File: src/rtl/sal_cmd_sched.sv
// Channel command scheduler: picks at most one of REF/RD/WR/ACT/PRE from the bank controllers per cycle under tRRD/tCCD/tWTR/tRTW.
// Latency: grants are combinational in the request cycle; the command bus is registered and shows the grant one cycle later.
// Backpressure: none; a request that is not granted is simply not acknowledged and the bank controller holds it.
//
// Ports: clk/rst (async, active-high); t_*_i timing gaps; *_req_i per-bank request vectors with
// ra_i/ca_i/id_i/len_i per-bank fields; *_gnt_o one-hot grants; cmd_*_o registered DRAM command bus.
// Optional build macro SAL_SCHED_PERF_EN adds 32-bit per-class grant counters perf_{act,cas,pre,ref}_o.
module sal_cmd_sched #(
  parameter int NUM_BANKS = 4,
  parameter int RA_W      = 14,
  parameter int CA_W      = 10,
  parameter int ID_W      = 4,
  parameter int LEN_W     = 4,
  parameter int TW        = 4
) (
  input  logic                           clk,
  input  logic                           rst,
  input  logic [TW-1:0]                  t_rrd_i,
  input  logic [TW-1:0]                  t_ccd_i,
  input  logic [TW-1:0]                  t_wtr_i,
  input  logic [TW-1:0]                  t_rtw_i,
  input  logic [NUM_BANKS-1:0]           act_req_i,
  input  logic [NUM_BANKS-1:0]           rd_req_i,
  input  logic [NUM_BANKS-1:0]           wr_req_i,
  input  logic [NUM_BANKS-1:0]           pre_req_i,
  input  logic [NUM_BANKS-1:0]           ref_req_i,
  input  logic [NUM_BANKS*RA_W-1:0]      ra_i,
  input  logic [NUM_BANKS*CA_W-1:0]      ca_i,
  input  logic [NUM_BANKS*ID_W-1:0]      id_i,
  input  logic [NUM_BANKS*LEN_W-1:0]     len_i,
  output logic [NUM_BANKS-1:0]           act_gnt_o,
  output logic [NUM_BANKS-1:0]           rd_gnt_o,
  output logic [NUM_BANKS-1:0]           wr_gnt_o,
  output logic [NUM_BANKS-1:0]           pre_gnt_o,
  output logic [NUM_BANKS-1:0]           ref_gnt_o,
  output logic                           cmd_valid_o,
  output logic [2:0]                     cmd_o,
  output logic [$clog2(NUM_BANKS)-1:0]   cmd_ba_o,
  output logic [RA_W-1:0]                cmd_addr_o,
  output logic [ID_W-1:0]                cmd_id_o,
  output logic [LEN_W-1:0]               cmd_len_o
`ifdef SAL_SCHED_PERF_EN
  ,
  output logic [31:0]                    perf_act_o,
  output logic [31:0]                    perf_cas_o,
  output logic [31:0]                    perf_pre_o,
  output logic [31:0]                    perf_ref_o
`endif
);

  localparam int BW = $clog2(NUM_BANKS);

  localparam logic [2:0] CMD_NOP = 3'd0;
  localparam logic [2:0] CMD_ACT = 3'd1;
  localparam logic [2:0] CMD_RD  = 3'd2;
  localparam logic [2:0] CMD_WR  = 3'd3;
  localparam logic [2:0] CMD_PRE = 3'd4;
  localparam logic [2:0] CMD_REF = 3'd5;

  typedef enum logic [2:0] {
    CLS_NONE,
    CLS_REF,
    CLS_CAS,
    CLS_ACT,
    CLS_PRE
  } cls_e;

  typedef struct packed {
    logic             vld;
    logic [2:0]       cmd;
    logic [BW-1:0]    ba;
    logic [RA_W-1:0]  addr;
    logic [ID_W-1:0]  id;
    logic [LEN_W-1:0] len;
  } bus_t;

  logic [TW-1:0]        rrd_cnt, ccd_cnt, wtr_cnt, rtw_cnt;
  logic [BW-1:0]        rr_ptr;
  logic                 act_ok, rd_ok, wr_ok;
  logic [NUM_BANKS-1:0] act_elig, rd_elig, wr_elig, cas_elig;
  logic [NUM_BANKS-1:0] sel_mask, gnt_oh;
  cls_e                 sel_cls;
  logic [BW-1:0]        gnt_bank;
  logic                 gnt_any;
  logic                 act_fire, rd_fire, wr_fire;
  bus_t                 bus_d, bus_q;

  // Counter value at grant time: zero means "next cycle is already legal".
  function automatic logic [TW-1:0] gap_load(input logic [TW-1:0] t);
    return (t == '0) ? '0 : t - TW'(1);
  endfunction

  function automatic logic [TW-1:0] gap_dec(input logic [TW-1:0] c);
    return (c == '0) ? '0 : c - TW'(1);
  endfunction

  // First set bit of mask scanning upward from ptr with wrap-around.
  function automatic logic [BW-1:0] rr_pick(input logic [NUM_BANKS-1:0] mask,
                                            input logic [BW-1:0]        ptr);
    logic [BW-1:0] idx;
    logic [BW-1:0] pick;
    logic          found;
    pick  = ptr;
    found = 1'b0;
    for (int i = 0; i < NUM_BANKS; i++) begin
      idx = ptr + BW'(i);
      if (!found && mask[idx]) begin
        pick  = idx;
        found = 1'b1;
      end
    end
    return pick;
  endfunction

  assign act_ok = (rrd_cnt == '0);
  assign rd_ok  = (ccd_cnt == '0) && (wtr_cnt == '0);
  assign wr_ok  = (ccd_cnt == '0) && (rtw_cnt == '0);

  // A bank raising RD and WR together is treated as RD only.
  assign act_elig = act_req_i & {NUM_BANKS{act_ok}};
  assign rd_elig  = rd_req_i  & {NUM_BANKS{rd_ok}};
  assign wr_elig  = wr_req_i  & ~rd_req_i & {NUM_BANKS{wr_ok}};
  assign cas_elig = rd_elig | wr_elig;

  // Eligibility is folded in before the class decision so a blocked class falls through.
  always_comb begin
    sel_mask = '0;
    sel_cls  = CLS_NONE;
    if (|ref_req_i) begin
      sel_mask = ref_req_i;
      sel_cls  = CLS_REF;
    end else if (|cas_elig) begin
      sel_mask = cas_elig;
      sel_cls  = CLS_CAS;
    end else if (|act_elig) begin
      sel_mask = act_elig;
      sel_cls  = CLS_ACT;
    end else if (|pre_req_i) begin
      sel_mask = pre_req_i;
      sel_cls  = CLS_PRE;
    end
  end

  assign gnt_bank = rr_pick(sel_mask, rr_ptr);
  assign gnt_any  = (sel_cls != CLS_NONE) && !rst;
  assign gnt_oh   = gnt_any ? (NUM_BANKS'(1) << gnt_bank) : '0;

  assign ref_gnt_o = (sel_cls == CLS_REF) ? gnt_oh : '0;
  assign rd_gnt_o  = (sel_cls == CLS_CAS) ? (gnt_oh & rd_elig) : '0;
  assign wr_gnt_o  = (sel_cls == CLS_CAS) ? (gnt_oh & wr_elig) : '0;
  assign act_gnt_o = (sel_cls == CLS_ACT) ? gnt_oh : '0;
  assign pre_gnt_o = (sel_cls == CLS_PRE) ? gnt_oh : '0;

  assign act_fire = |act_gnt_o;
  assign rd_fire  = |rd_gnt_o;
  assign wr_fire  = |wr_gnt_o;

  always_comb begin
    bus_d = '0;
    if (gnt_any) begin
      bus_d.vld = 1'b1;
      bus_d.ba  = gnt_bank;
      if (act_fire) begin
        bus_d.cmd  = CMD_ACT;
        bus_d.addr = ra_i[int'(gnt_bank)*RA_W +: RA_W];
      end else if (rd_fire || wr_fire) begin
        bus_d.cmd  = rd_fire ? CMD_RD : CMD_WR;
        bus_d.addr = RA_W'(ca_i[int'(gnt_bank)*CA_W +: CA_W]);
        bus_d.id   = id_i[int'(gnt_bank)*ID_W +: ID_W];
        bus_d.len  = len_i[int'(gnt_bank)*LEN_W +: LEN_W];
      end else if (|pre_gnt_o) begin
        bus_d.cmd = CMD_PRE;
      end else begin
        bus_d.cmd = CMD_REF;
      end
    end
  end

  always_ff @(posedge clk or posedge rst) begin
    if (rst) begin
      rrd_cnt <= '0;
      ccd_cnt <= '0;
      wtr_cnt <= '0;
      rtw_cnt <= '0;
      rr_ptr  <= '0;
      bus_q   <= '0;
    end else begin
      rrd_cnt <= act_fire ? gap_load(t_rrd_i) : gap_dec(rrd_cnt);
      ccd_cnt <= (rd_fire || wr_fire) ? gap_load(t_ccd_i) : gap_dec(ccd_cnt);
      rtw_cnt <= rd_fire ? gap_load(t_rtw_i) : gap_dec(rtw_cnt);
      wtr_cnt <= wr_fire ? gap_load(t_wtr_i) : gap_dec(wtr_cnt);
      if (gnt_any) begin
        rr_ptr <= gnt_bank + BW'(1);
      end
      bus_q <= bus_d;
    end
  end

  assign cmd_valid_o = bus_q.vld;
  assign cmd_o       = bus_q.vld ? bus_q.cmd : CMD_NOP;
  assign cmd_ba_o    = bus_q.ba;
  assign cmd_addr_o  = bus_q.addr;
  assign cmd_id_o    = bus_q.id;
  assign cmd_len_o   = bus_q.len;

`ifdef SAL_SCHED_PERF_EN
  always_ff @(posedge clk or posedge rst) begin
    if (rst) begin
      perf_act_o <= '0;
      perf_cas_o <= '0;
      perf_pre_o <= '0;
      perf_ref_o <= '0;
    end else begin
      if (act_fire)            perf_act_o <= perf_act_o + 32'd1;
      if (rd_fire || wr_fire)  perf_cas_o <= perf_cas_o + 32'd1;
      if (|pre_gnt_o)          perf_pre_o <= perf_pre_o + 32'd1;
      if (|ref_gnt_o)          perf_ref_o <= perf_ref_o + 32'd1;
    end
  end
`endif

`ifndef SYNTHESIS
  always @(posedge clk) begin
    if (!rst) begin
      assert (!(|(rd_req_i & wr_req_i)))
        else $error("sal_cmd_sched: bank requests RD and WR together (%b)", rd_req_i & wr_req_i);
    end
  end
`endif

endmodule

File: config.mk
export PLATFORM = sky130hd
export DESIGN_NAME = sal_cmd_sched
export DESIGN_NICKNAME = d
export VERILOG_FILES = /design/src/rtl/sal_cmd_sched.sv
export SDC_FILE = /design/constraint.sdc
export NUM_CORES = 1
export LEC_CHECK = 0
export ABC_CLOCK_PERIOD_IN_PS = 4650
export BUFFER_PORTS_ARGS = -buffer_cell sky130_fd_sc_hd__buf_2
export CORE_MARGIN = 3
export CORE_UTILIZATION = 38
export CTS_CLUSTER_SIZE = 10
export DETAILED_ROUTE_END_ITERATION = 7
export PLACE_DENSITY = 0.7
export RECOVER_POWER = 50
export SETUP_SLACK_MARGIN = 0.2
export SYNTH_ARGS = -nofsm -noshare
export SYNTH_HDL_FRONTEND = slang
export SYNTH_SLANG_ARGS = --single-unit
File: constraint.sdc
create_clock -name clk -period 4.65 [get_ports clk]
set_clock_uncertainty 0.1 [all_clocks]
set_input_delay 0.93 -clock clk [delete_from_list [all_inputs] [get_ports clk]]
set_output_delay 0.93 -clock clk [all_outputs]
set_load 0.05 [all_outputs]
* Word-level counts from Yosys, hierarchy flattened
Index checks and enable logic that the tools add are counted.
** Storage, ports and cells
- Bits in registers :: 46
- Latch bits :: 0
- Bits in writable memories :: 0
- Bits in read-only memories :: 0
- Input port bits :: 166
- Output and inout port bits :: 48
- Logic and storage cells :: 123
- Memories kept :: 0
** Cells by class
- Add/subtract/negate cells :: 12
- Multipliers :: 2
- Divide/modulo/power cells :: 0
- $lt $le $gt $ge :: 4
- Eq/ne operators :: 4
- Shift operators :: 5
- Muxes and demuxes :: 49
- Bitwise operators :: 8
- Reductions and logical operators :: 28
** Operators by type and width (number)
- two-way mux 4 bit :: 22
- variable part select 56 x 7 -> 14 bit :: 1
- variable part select 40 x 7 -> 10 bit :: 1
- logical NOT 4 bit :: 8
- OR reduction 4 bit :: 8
- variable part select 16 x 5 -> 4 bit :: 2
- subtractor 4 x 1 -> 4 bit, second input constant :: 8
- two-way mux 28 bit :: 1
- bitwise AND 4 bit :: 6
- two-way mux 3 bit :: 7
- two-way mux 18 bit :: 1
- two-way mux 14 bit :: 1
- < comparator 2 x 3 -> 1 bit, second input constant :: 4
- multiplier 2 x 3 -> 5 bit, second input constant :: 2
- two-way mux 1 bit :: 9
- binary-select mux 1 bit (select 2 bit) :: 4
- two-way mux 8 bit :: 1
- == test 3 x 2 -> 1 bit, second input constant :: 2
- logical AND 1 bit :: 6
- two-way mux 2 bit :: 3
- adder 2 x 1 -> 2 bit, second input constant :: 2
- adder 2 bit, second input constant :: 2
- logical NOT 1 bit :: 4
- inverter 4 bit :: 1
- other kinds (6) :: 6

* Logic depth before layout (Yosys ltp)
Gate-level depths: netlist of run 1.
- Word-level depth :: 28
- Gate-level depth with buffers :: 12
- Mapped depth without buffers :: 10

* Least setup slack after synthesis of run 1
No wires, ideal clock.
- Path type :: input-to-output
- From :: in rd_req_i[0]
- To :: out wr_gnt_o[1]
- Arrival time :: 4.730 ns
- Required time :: 3.620 ns
- Setup slack :: -1.110 ns
- Stages :: 10
- Buffers on the path :: 1
- Cells stage by stage :: or4_1 and3_4 a311o_1 o211ai_1 o32ai_1 or4_4 buf_6 nor2_1 nand2_1 nor4_1
** On the way
- Longest elaborated chain between the ends :: 23
- Elaborated cells on any way between the ends :: 37
- Classes of those cells :: eq/ne (1); shift (1); mux (20); bitwise (6); reduce/logical (9)
** RTL lines
- from (decl) :: line 23 : input logic [NUM_BANKS-1:0] rd_req_i,
- inverter 4 bit :: line 122 : assign wr_elig = wr_req_i & ~rd_req_i & {NUM_BANKS{wr_ok}};
- bitwise AND 4 bit (2 in series) :: line 122
- OR 4 bit * :: line 123 : assign cas_elig = rd_elig | wr_elig;
- OR reduction 4 bit :: line 132 : end else if (|cas_elig) begin
- two-way mux 4 bit :: line 132
- two-way mux 4 bit :: line 129 : if (|ref_req_i) begin
- binary-select mux 1 bit (select 2 bit) :: line 107 : if (!found && mask[idx]) begin
- two-way mux 1 bit (not written as such) :: line 107
- [... 6 more ...]
- two-way mux 1 bit :: line 107
- logical NOT 1 bit :: line 107
- logical AND 1 bit :: line 107
- two-way mux 2 bit :: line 107
- << shifter 1 x 2 -> 4 bit :: line 146 : assign gnt_oh = gnt_any ? (NUM_BANKS'(1) << gnt_bank) : '0;
- two-way mux 4 bit :: line 146
- bitwise AND 4 bit :: line 150 : assign wr_gnt_o = (sel_cls == CLS_CAS) ? (gnt_oh & wr_elig) : '0;
- two-way mux 4 bit * :: line 150
- to (decl) :: line 33 : output logic [NUM_BANKS-1:0] wr_gnt_o,
Mark *: on every way between the ends. The rest lies on a longest branch, timed or not. The select of a mux whose other input is x is not followed.

* Worst setup path in the final report of run 1
- From :: in wr_req_i[0]
- To :: out rd_gnt_o[1]
** On the way
- Longest elaborated chain between the ends :: 22
- Elaborated cells on any way between the ends :: 35
- Classes of those cells :: eq/ne (1); shift (1); mux (20); bitwise (4); reduce/logical (9)
** RTL lines
- from (decl) :: line 24 : input logic [NUM_BANKS-1:0] wr_req_i,
- bitwise AND 4 bit * (2 in series) :: line 122
- OR 4 bit * :: line 123
- OR reduction 4 bit :: line 132
- two-way mux 4 bit :: line 132
- two-way mux 4 bit :: line 129
- binary-select mux 1 bit (select 2 bit) :: line 107
- two-way mux 1 bit (not written as such) :: line 107
- two-way mux 1 bit :: line 107
- [... 5 more ...]
- two-way mux 1 bit :: line 107
- logical NOT 1 bit :: line 107
- logical AND 1 bit :: line 107
- two-way mux 2 bit :: line 107
- << shifter 1 x 2 -> 4 bit :: line 146
- two-way mux 4 bit :: line 146
- bitwise AND 4 bit :: line 149 : assign rd_gnt_o = (sel_cls == CLS_CAS) ? (gnt_oh & rd_elig) : '0;
- two-way mux 4 bit * :: line 149
- to (decl) :: line 32 : output logic [NUM_BANKS-1:0] rd_gnt_o,
Marks and branches as above.

==> results of run 1 <==
-- path summary, 6_finish.rpt --
check,start,end,slack [ns],cells after the start
worst max-delay path,wr_req_i[0],rd_gnt_o[1],-0.11,13
worst min-delay path,ccd_cnt[0],ccd_cnt[0],0.45,1
worst max register to register,ccd_cnt[0],rtw_cnt[0],0.53,15
worst min register to register,ccd_cnt[0],ccd_cnt[0],0.45,1
max in group asynchronous,rst,cmd_addr_o[6],1.46,3
min in group asynchronous,rst,cmd_ba_o[1],1.59,3
-- area by class of cell --
class / instances / area, µm² / share of cell area (%)
multi-input cells: 339 / 2620 / 45.5
repair buffers: 265 / 1700 / 29.5
flip-flops and latches: 46 / 1150 / 19.9
well taps: 133 / 166 / 2.88
clock buffers: 5 / 68.8 / 1.19
inverters: 8 / 30.0 / 0.520
clock inverters: 3 / 28.8 / 0.499
-- metrics by stage --
stage | setup slack (ns) | instance area, µm² | TNS (ns)
6_report | -0.114 | 5770 | -0.771
5_1_grt | -0.176 | 5770 | -1.95
4_1_cts | -0.0851 | 5690 | -0.511
3_5_place_dp | -0.568 | 5330 | -7.43
3_3_place_gp | -0.398 | 5330 | -5.13
2_1_floorplan | -0.153 | 4060 | -0.808
-- worst reg2reg max path: cells and delay by family (launching register included) --
kind	cells	cell delay [ns]
simple gates	4	1.36
buf+inv	6	0.91
mux	2	0.63
compound gates	3	0.58
flops	1	0.43
-- cells by family (layout without fill, tap and decap cells) --
kind of cell | after synthesis | in the layout | synth area share, %
buffers and inverters | 54 | 281 | 8.45
AO/OA/AOI/OAI | 115 | 115 | 21.2
flip-flops | 46 | 46 | 30.0
multiplexers | 70 | 70 | 19.7
AND/OR/NAND/NOR | 154 | 154 | 20.6
-- registers in the layout, indices dropped and copies added, names as in the netlist --
name and flops:
cmd_len_o 4, rr_ptr 2, rrd_cnt 4, cmd_addr_o 14, cmd_id_o 4, cmd_ba_o 2, ccd_cnt 4, wtr_cnt 4
cmd_valid_o 1, bus_q 3, rtw_cnt 4
-- cell usage in the layout, fill, tap and decap left out, drive strengths merged, types with 3 or more instances in the layout --
master	synthesis	final
or2	5	5
a22o	3	3
mux2	34	34
o21ai	16	16
inv	8	10
or4b	4	4
nor3b	3	3
nand2	25	25
nor4	9	9
o21bai	3	3
a31oi	4	4
a22oi	5	5
buf	38	248
and2	4	4
or4	5	5
nor2b	5	5
nor2	68	68
a21oi	36	36
clkbuf	8	20
o22ai	12	12
mux2i	36	36
o32ai	4	4
o211ai	3	3
o31ai	6	6
dfrtp	46	46
a211oi	9	9
nor3	17	17
a311oi	5	5
-- metal layers --
metal	share of wire (%)	wire (µm)	vias to the layer above
met5	0	0	-
met4	0.58	75	0
met3	6.8	876	6
met2	51	6640	145
met1	41	5370	2000
li1	-	-	2065
-- repair_timing --
item	4_1_cts	5_1_grt
endpoints found under the setup margin	20	31
hold buffers	0	0
pin swaps	9	6
resized for setup	42	13
cloned	2	0
setup buffers	8	3
-- where the power goes --
group	internal [mW]	switching (mW)
Combinational	0.687	0.770
Sequential	0.439	0.0493
Clock	0.113	0.150
Total	1.24	0.970
==> results_dict.tcl, run 1 <==
set metrics [dict create \
    final_cells 799 \
    synth_sequential_area_ratio_pct 30.0 \
    grt-busiest-layer "met2" \
    synth.most_common_cell "nor2_1" \
    post_synth.cell_area_avg_um2 8.74 \
    root_buffer "clkbuf_8" \
    synthesis.area_um2 3830 \
    grt.met2_usage_pct 37.6 \
    detailroute.via_count 4216 \
    critical_path.cell_chain "buf_6 > nor2b_4 > or4_4 > a311o_1 > o211ai_1 > o32ai_2 > or4_4 > nor2_4 > buf_6 > nand2_4 > buf_4 > nor2_4 > buf_6" \
    tritoncts "built" \
    path_delay_family "simple AND/OR/NAND/NOR gates" \
    timing.final.crit_share_pct 102 \
    initial_core_util_pct 39.2 \
    finalSetupViolCount 12 \
    grtUsageTotal_pct 21.1 \
    max_cap_viol_count 1 \
    grt_util_met1_pct 26.7 \
    dieHeight_um 106 \
    timing.critical_path.fanout_max 3 \
    count_of_buffers_inserted_at_the_top_level_ports 213 \
    total_of_fill_cells_in_the_finished_design 853 \
    synth_seq_cells 46 \
    failed_checks "max-capacitance violations, max-slew violations, negative setup slack" \
    grt_start_max_net_pins 47 \
    first_global_vias 4040 \
    drc_errors 0 \
    clock_sinks 46 \
    wl_per_cell_um 16.2 \
    htree_levels 2 \
    grt_first_pass_wirelength_um 19500 \
    drv_slew 47 \
    power.leakage_nw 2.77 \
    post_synth_top_flop "dfrtp_1" \
    netlist-cell-type-count 56 \
    worst-path-buf-inv 4 \
    worstSetupEndpointType "primary output" \
    route.detailed.vias_per_inst 5.28 \
    outcome "finished, violations left" \
    path_class "input port to primary output" \
    max_freq_mhz 210 \
    cts_max_path_buffers 2 \
    synthesis.yosys.warnings 0 \
    report.power.total_mw 2.21 \
    mappedNetlistNets 605 \
    syn_inst 439 \
    irDropWorstVdd_uv 179 \
    setup_ws_ns -0.114 \
    powerDensity_nw_per_um2 383 \
    placementRows 36 \
    critical_path.max_stage_delay_ns 0.59 \
    area_delta_synth_final_pct 50.5 \
    register_clock_pin_slew_on_the_reported_worst_setup_and_hold_paths_ns 0.09 \
    hold_slack_ns 0.447 \
    cp.arrival_ns 3.73 \
    hold_viol 0 \
    yosysTopAreaCellShare_pct 30.0 \
    globalRouteMet3Util_pct 4.37 \
    totalWireLength_um 13000 \
    finalWeightedCongestion 0.867 \
    crit_top_cell "buf_6" \
    dpl.hpwl_um 10000 \
    finalWorstPathRequiredPeriod_ns 4.76 \
    postSynth.asyncResetShare_pct 100 \
    antenna_violating_nets_post_route 0 \
    hold_path_class "flop to flop" \
    fp.dieW_um 106 \
    num-nets-final 831 \
    pin_count 214 \
    placed_cells_incl_taps 778 \
    dr.pass1.iters 4 \
    floorplan.core_area_um2 9770 \
    synth_largest_area_cell "dfrtp_1" \
    grt_antenna_before_repair 0 \
    maxSlewHeadroom_pct -65.1 \
    cts_buffers 5 \
    design.die.area_um2 11300 \
    clock_latency_ns 0.30 \
    synth_enable_flop_cells 0 \
    synth_area_leaders "dfrtp_1, mux2_2, mux2i_1, nor2_1, buf_4" \
    final_util_pct 59.1 \
    detailedRoute.firstIterationViolations 171 \
    critical_path_required_ns 3.62 \
    total_grt_overflow 0 \
    slew_at_the_pin_closest_to_its_max_slew_limit_ns 2.48 \
    grt_setup_unrepaired "yes" \
    drive_above_1_share_pct 53.6 \
    timing.critical_path.from_type "input port" \
    synth_commonest_cells "nor2_1, dfrtp_1, a21oi_1, mux2i_1, mux2_2" \
    diodes 0 \
    critical_path.slowest_cell "or4_4" \
]
No activity file was read; power rests on OpenSTA's default activity.
==> run 2: changes to the inputs <==
--- a/config.mk
+++ b/config.mk
@@ -7,11 +7,14 @@
 export LEC_CHECK = 0
 export ABC_CLOCK_PERIOD_IN_PS = 4650
 export BUFFER_PORTS_ARGS = -buffer_cell sky130_fd_sc_hd__buf_2
+export CELL_PAD_IN_SITES_DETAIL_PLACEMENT = 0
+export CELL_PAD_IN_SITES_GLOBAL_PLACEMENT = 1
 export CORE_MARGIN = 3
-export CORE_UTILIZATION = 38
+export CORE_UTILIZATION = 29
 export CTS_CLUSTER_SIZE = 10
 export DETAILED_ROUTE_END_ITERATION = 7
-export PLACE_DENSITY = 0.7
+export GPL_TIMING_DRIVEN = 0
+export PLACE_DENSITY = 0.75
 export RECOVER_POWER = 50
 export SETUP_SLACK_MARGIN = 0.2
 export SYNTH_ARGS = -nofsm -noshare
==> results_dict.tcl, run 2 (synthesized netlist as in run 1, its figures left out) <==
set metrics [dict create \
    placed_cells_incl_taps 824 \
    grt_antenna_before_repair 0 \
    pin_count 214 \
    power.leakage_nw 2.98 \
    failed_checks "max-capacitance violations, max-slew violations, negative setup slack" \
    report.power.total_mw 2.53 \
    root_buffer "clkbuf_16" \
    dpl.hpwl_um 11600 \
    timing.critical_path.fanout_max 6 \
    dr.pass1.iters 4 \
    setup_ws_ns -0.218 \
    crit_top_cell "or4_4" \
    detailedRoute.firstIterationViolations 154 \
    max_cap_viol_count 1 \
    finalWorstPathRequiredPeriod_ns 4.87 \
    worstSetupEndpointType "primary output" \
    htree_levels 2 \
    layout.cells.most_common_list "buf_2, buf_4, nor2_1, dfrtp_1" \
    clock_sinks 46 \
    worst-path-buf-inv 3 \
    critical_path_required_ns 3.62 \
    grt_first_pass_wirelength_um 23200 \
    num-nets-final 867 \
    area_delta_synth_final_pct 62.4 \
    grtUsageTotal_pct 19.9 \
    count_of_buffers_inserted_at_the_top_level_ports 212 \
    critical_path.cell_chain "buf_12 > or4_4 > and3_4 > a311o_1 > o211ai_1 > o32ai_1 > or4_4 > buf_8 > nor2_4 > nand2_4 > nor4_4 > buf_6" \
    critical_path.slowest_cell "or4_4" \
    detailroute.via_count 4386 \
    placementRows 41 \
    design.die.area_um2 14600 \
    final_total_negative_setup_slack_ns -1.67 \
    drive_above_1_share_pct 55.1 \
    route.detailed.vias_per_inst 5.02 \
    most_common_cell_after_layout_fill_and_taps_aside "buf_2" \
    largest_reg_flops 14 \
    timing.final.crit_share_pct 105 \
    powerDensity_nw_per_um2 406 \
    first_global_vias 4542 \
    drv_slew 30 \
    path_class "input port to primary output" \
    initial_core_util_pct 30.0 \
    drc_errors 0 \
    hold_path_class "flop to flop" \
    cp.arrival_ns 3.84 \
    slew_at_the_pin_closest_to_its_max_slew_limit_ns 1.65 \
    antenna_violating_nets_post_route 0 \
    irDropWorstVdd_uv 191 \
    fp.dieW_um 121 \
    outcome "finished, violations left" \
    finalWeightedCongestion 0.805 \
    clock_latency_ns 0.29 \
    timing.critical_path.from_type "input port" \
    critical_path.max_stage_delay_ns 0.55 \
    floorplan.core_area_um2 12800 \
    max_freq_mhz 205 \
    final_cells 874 \
    register_clock_pin_slew_on_the_reported_worst_setup_and_hold_paths_ns 0.06 \
    cts-hold-fix-buffers 0 \
    maxSlewHeadroom_pct -10.1 \
    grt_setup_unrepaired "yes" \
    finalSetupViolCount 13 \
    wl_per_cell_um 17.4 \
    cts_buffers 5 \
    cts_max_path_buffers 2 \
    final_util_pct 48.8 \
    tritoncts "built" \
    grt_start_max_net_pins 30 \
    dieHeight_um 121 \
    diodes 0 \
    path_delay_family "simple AND/OR/NAND/NOR gates" \
    dp_slack_ns -0.740 \
    total_grt_overflow 0 \
    hold_viol 0 \
    totalWireLength_um 15200 \
]
run 2: per-layer routing:
| layer | global-route usage (%) | part of all wire, % |
|---|---|---|
| met2 | 34.9 | 49 |
| met4 | 4.75 | 1.5 |
| met5 | 0 | 0 |
| met3 | 4.57 | 7.8 |
| met1 | 24.6 | 42 |
run 2: stage by stage:
| stage | hold WS (ns) | area (µm²) |
|---|---|---|
| 5_1_grt | 0.489 | 6230 |
| 3_5_place_dp | 0.407 | 5350 |
| 3_3_place_gp | 0.406 | 5330 |
| 4_1_cts | 0.451 | 6070 |
| 6_report | 0.450 | 6230 |
| 2_1_floorplan | 0.386 | 4060 |
run 2: cell type report:
cell class                 instances  area, µm²
buffer                            46        388
multi-input combinational        339       2690
tap                              172        215
fill                            1226       6540
clock inverter                     2       37.5
timing repair buffer             255       1580
inverter                           8       33.8
sequential                        46       1150
clock buffer                       6        129
run 2: where the power goes:
part	switching (mW)	leakage [nW]	internal, mW
clock network	0.157	0.0771	0.254
registers	0.0485	0.625	0.440
logic	0.880	2.28	0.751
total	1.09	2.98	1.45
run 2: path summary, 6_finish.rpt:
kind	startpoint	to	slack, ns	cells after the start
worst max register to register	wtr_cnt[1]	cmd_addr_o[4]	0.58	18
worst min register to register	rrd_cnt[0]	rrd_cnt[0]	0.45	1
worst max-delay path	rd_req_i[1]	wr_gnt_o[1]	-0.22	12
worst min-delay path	rrd_cnt[0]	rrd_cnt[0]	0.45	1
min in group asynchronous	rst	rr_ptr[1]	0.96	2
max in group asynchronous	rst	cmd_addr_o[3]	1.51	3
run 2: repair_timing:
item	4_1_cts	5_1_grt
resized for setup	89	18
pin swaps	22	18
gates cloned	0	0
buffers inserted	27	15
endpoints found under the setup margin	20	20
==> run 3: changes to the inputs <==
--- a/config.mk
+++ b/config.mk
@@ -9,6 +9,7 @@
 export BUFFER_PORTS_ARGS = -buffer_cell sky130_fd_sc_hd__buf_2
 export CELL_PAD_IN_SITES_DETAIL_PLACEMENT = 0
 export CELL_PAD_IN_SITES_GLOBAL_PLACEMENT = 1
+export CORE_ASPECT_RATIO = 2
 export CORE_MARGIN = 3
 export CORE_UTILIZATION = 29
 export CTS_CLUSTER_SIZE = 10
==> results_dict.tcl, run 3 (synthesized netlist as in run 1, its figures left out) <==
set metrics [dict create \
    worstSetupEndpointType "primary output" \
    detailroute.via_count 4318 \
    slew_at_the_pin_closest_to_its_max_slew_limit_ns 1.04 \
    critical_path_required_ns 3.62 \
    grt_start_max_net_pins 34 \
    totalWireLength_um 15100 \
    r2r_slack_ns 0.41 \
    finalWorstPathRequiredPeriod_ns 4.82 \
    cp.arrival_ns 3.79 \
    dr.pass1.iters 4 \
    hold_slack_ns 0.485 \
    largest_reg_flops 14 \
    cts_max_path_buffers 2 \
    drv_slew 0 \
    drive_above_1_share_pct 55.3 \
    drc_errors 0 \
    num-nets-final 863 \
    pin_count 214 \
    max_freq_mhz 207 \
    finalSetupViolCount 15 \
    register_clock_pin_slew_on_the_reported_worst_setup_and_hold_paths_ns 0.07 \
    root_buffer "clkbuf_16" \
    layout.cells.most_common_list "buf_2, buf_4, nor2_1, dfrtp_1" \
    setup_ws_ns -0.172 \
    critical_path.cell_chain "buf_2 > nor2b_4 > or4_4 > a311o_1 > o211ai_1 > o32ai_1 > or4_4 > buf_8 > nor2_4 > nand2_4 > buf_4 > nor2_4 > buf_6" \
    multiInputGateArea_um2 2690 \
    placementRows 58 \
    max_cap_viol_count 0 \
    path_delay_family "simple AND/OR/NAND/NOR gates" \
    htree_levels 2 \
    wl_per_cell_um 17.8 \
    timing.critical_path.fanout_max 5 \
    total_of_fill_cells_in_the_finished_design 1227 \
    critical_path.slowest_cell "or4_4" \
    irDropWorstVdd_uv 274 \
    power.leakage_nw 2.95 \
    dpl.hpwl_um 11900 \
    worst-path-buf-inv 4 \
    timing.critical_path.from_type "input port" \
    report.power.total_mw 2.52 \
    count_of_buffers_inserted_at_the_top_level_ports 212 \
    hold_path_class "flop to flop" \
    hold_viol 0 \
    total_grt_overflow 0 \
    grt_first_pass_wirelength_um 22200 \
    outcome "finished, violations left" \
    floorplan.core_area_um2 12800 \
    grt_setup_unrepaired "yes" \
    most_common_cell_after_layout_fill_and_taps_aside "buf_2" \
    dieHeight_um 169 \
    design.die.area_um2 14700 \
    route.detailed.vias_per_inst 5.09 \
    first_global_vias 4440 \
    cts-hold-fix-buffers 0 \
    final_total_negative_setup_slack_ns -1.64 \
    fp.dieW_um 87.3 \
    antenna_violating_nets_post_route 0 \
    postLayoutCellArea_um2 6160 \
    postPlaceCellArea_um2 5320 \
    maxSlewHeadroom_pct 29.8 \
    grt_antenna_before_repair 1 \
    tritoncts "built" \
    clock_sinks 46 \
    finalWeightedCongestion 0.869 \
    initial_core_util_pct 30.0 \
    grtUsageTotal_pct 19.4 \
    powerDensity_nw_per_um2 409 \
    cts_buffers 5 \
    clock_latency_ns 0.29 \
    area_delta_synth_final_pct 60.5 \
    critical_path.max_stage_delay_ns 0.56 \
    seqCellArea_um2 1150 \
    detailedRoute.firstIterationViolations 89 \
    failed_checks "negative setup slack" \
    timing.final.crit_share_pct 104 \
    final_util_pct 48.2 \
    path_class "input port to primary output" \
]
-- run 3: through the flow --
step / setup slack (ns) / instances
floorplan: -0.153 / 439
global placement: -0.749 / 801
detailed placement: -0.743 / 802
CTS: -0.204 / 843
global route: -0.271 / 849
finish: -0.172 / 849
-- run 3: worst reg2reg max path: stages (launching register included) --
cell	delay, ns
dfrtp_1	0.44
nor4_2	0.58
and3_4	0.32
buf_6	0.10
a311oi_4	0.04
a2111o_1	0.49
o211ai_1	0.13
o31ai_2	0.12
buf_4	0.15
buf_4	0.12
buf_4	0.12
buf_4	0.12
buf_4	0.12
buf_4	0.13
mux2i_1	0.18
o22ai_2	0.21
a21oi_4	0.26
clkbuf_4	0.27
o22ai_1	0.10
-- run 3: layout make-up --
class | count | share of cell area, %
clock inverters | 3 | 0.732
repair buffers | 251 | 24.9
flip-flops and latches | 46 | 18.7
multi-input cells | 339 | 43.7
clock buffers | 5 | 2.03
diodes | 1 | 0.0407
inverters | 8 | 0.549
well taps | 150 | 3.05
plain buffers | 46 | 6.28
-- run 3: routing by layer --
layer,global-route usage (%),part of all wire [%],wire length [µm],up-vias
met5,0,0,0,-
met4,6.95,3.1,471,0
met3,2.44,5.4,823,31
met2,38.3,57,8680,182
met1,19.8,34,5130,1980
li1,-,-,-,2125
-- run 3: power breakdown --
group          internal, mW  switching [mW]  total [mW]
combinational         0.745           0.874        1.62
sequential            0.440          0.0487       0.488
clock                 0.254           0.158       0.412
-- run 3: worst paths after layout --
kind | startpoint | to | depth (start not counted)
max | wr_req_i[0] | rd_gnt_o[3] | 13
min | rrd_cnt[0] | rrd_cnt[0] | 1
min reg2reg | rrd_cnt[0] | rrd_cnt[0] | 1
max in group asynchronous | rst | cmd_addr_o[2] | 3
min in group asynchronous | rst | cmd_id_o[3] | 2
max reg2reg | wtr_cnt[1] | cmd_addr_o[3] | 18
-- run 3: timing repair --
item	CTS	global route
buffers inserted	33	5
endpoints found under the setup margin	20	32
resized for setup	87	13
pin swaps	18	8
cloned	0	0
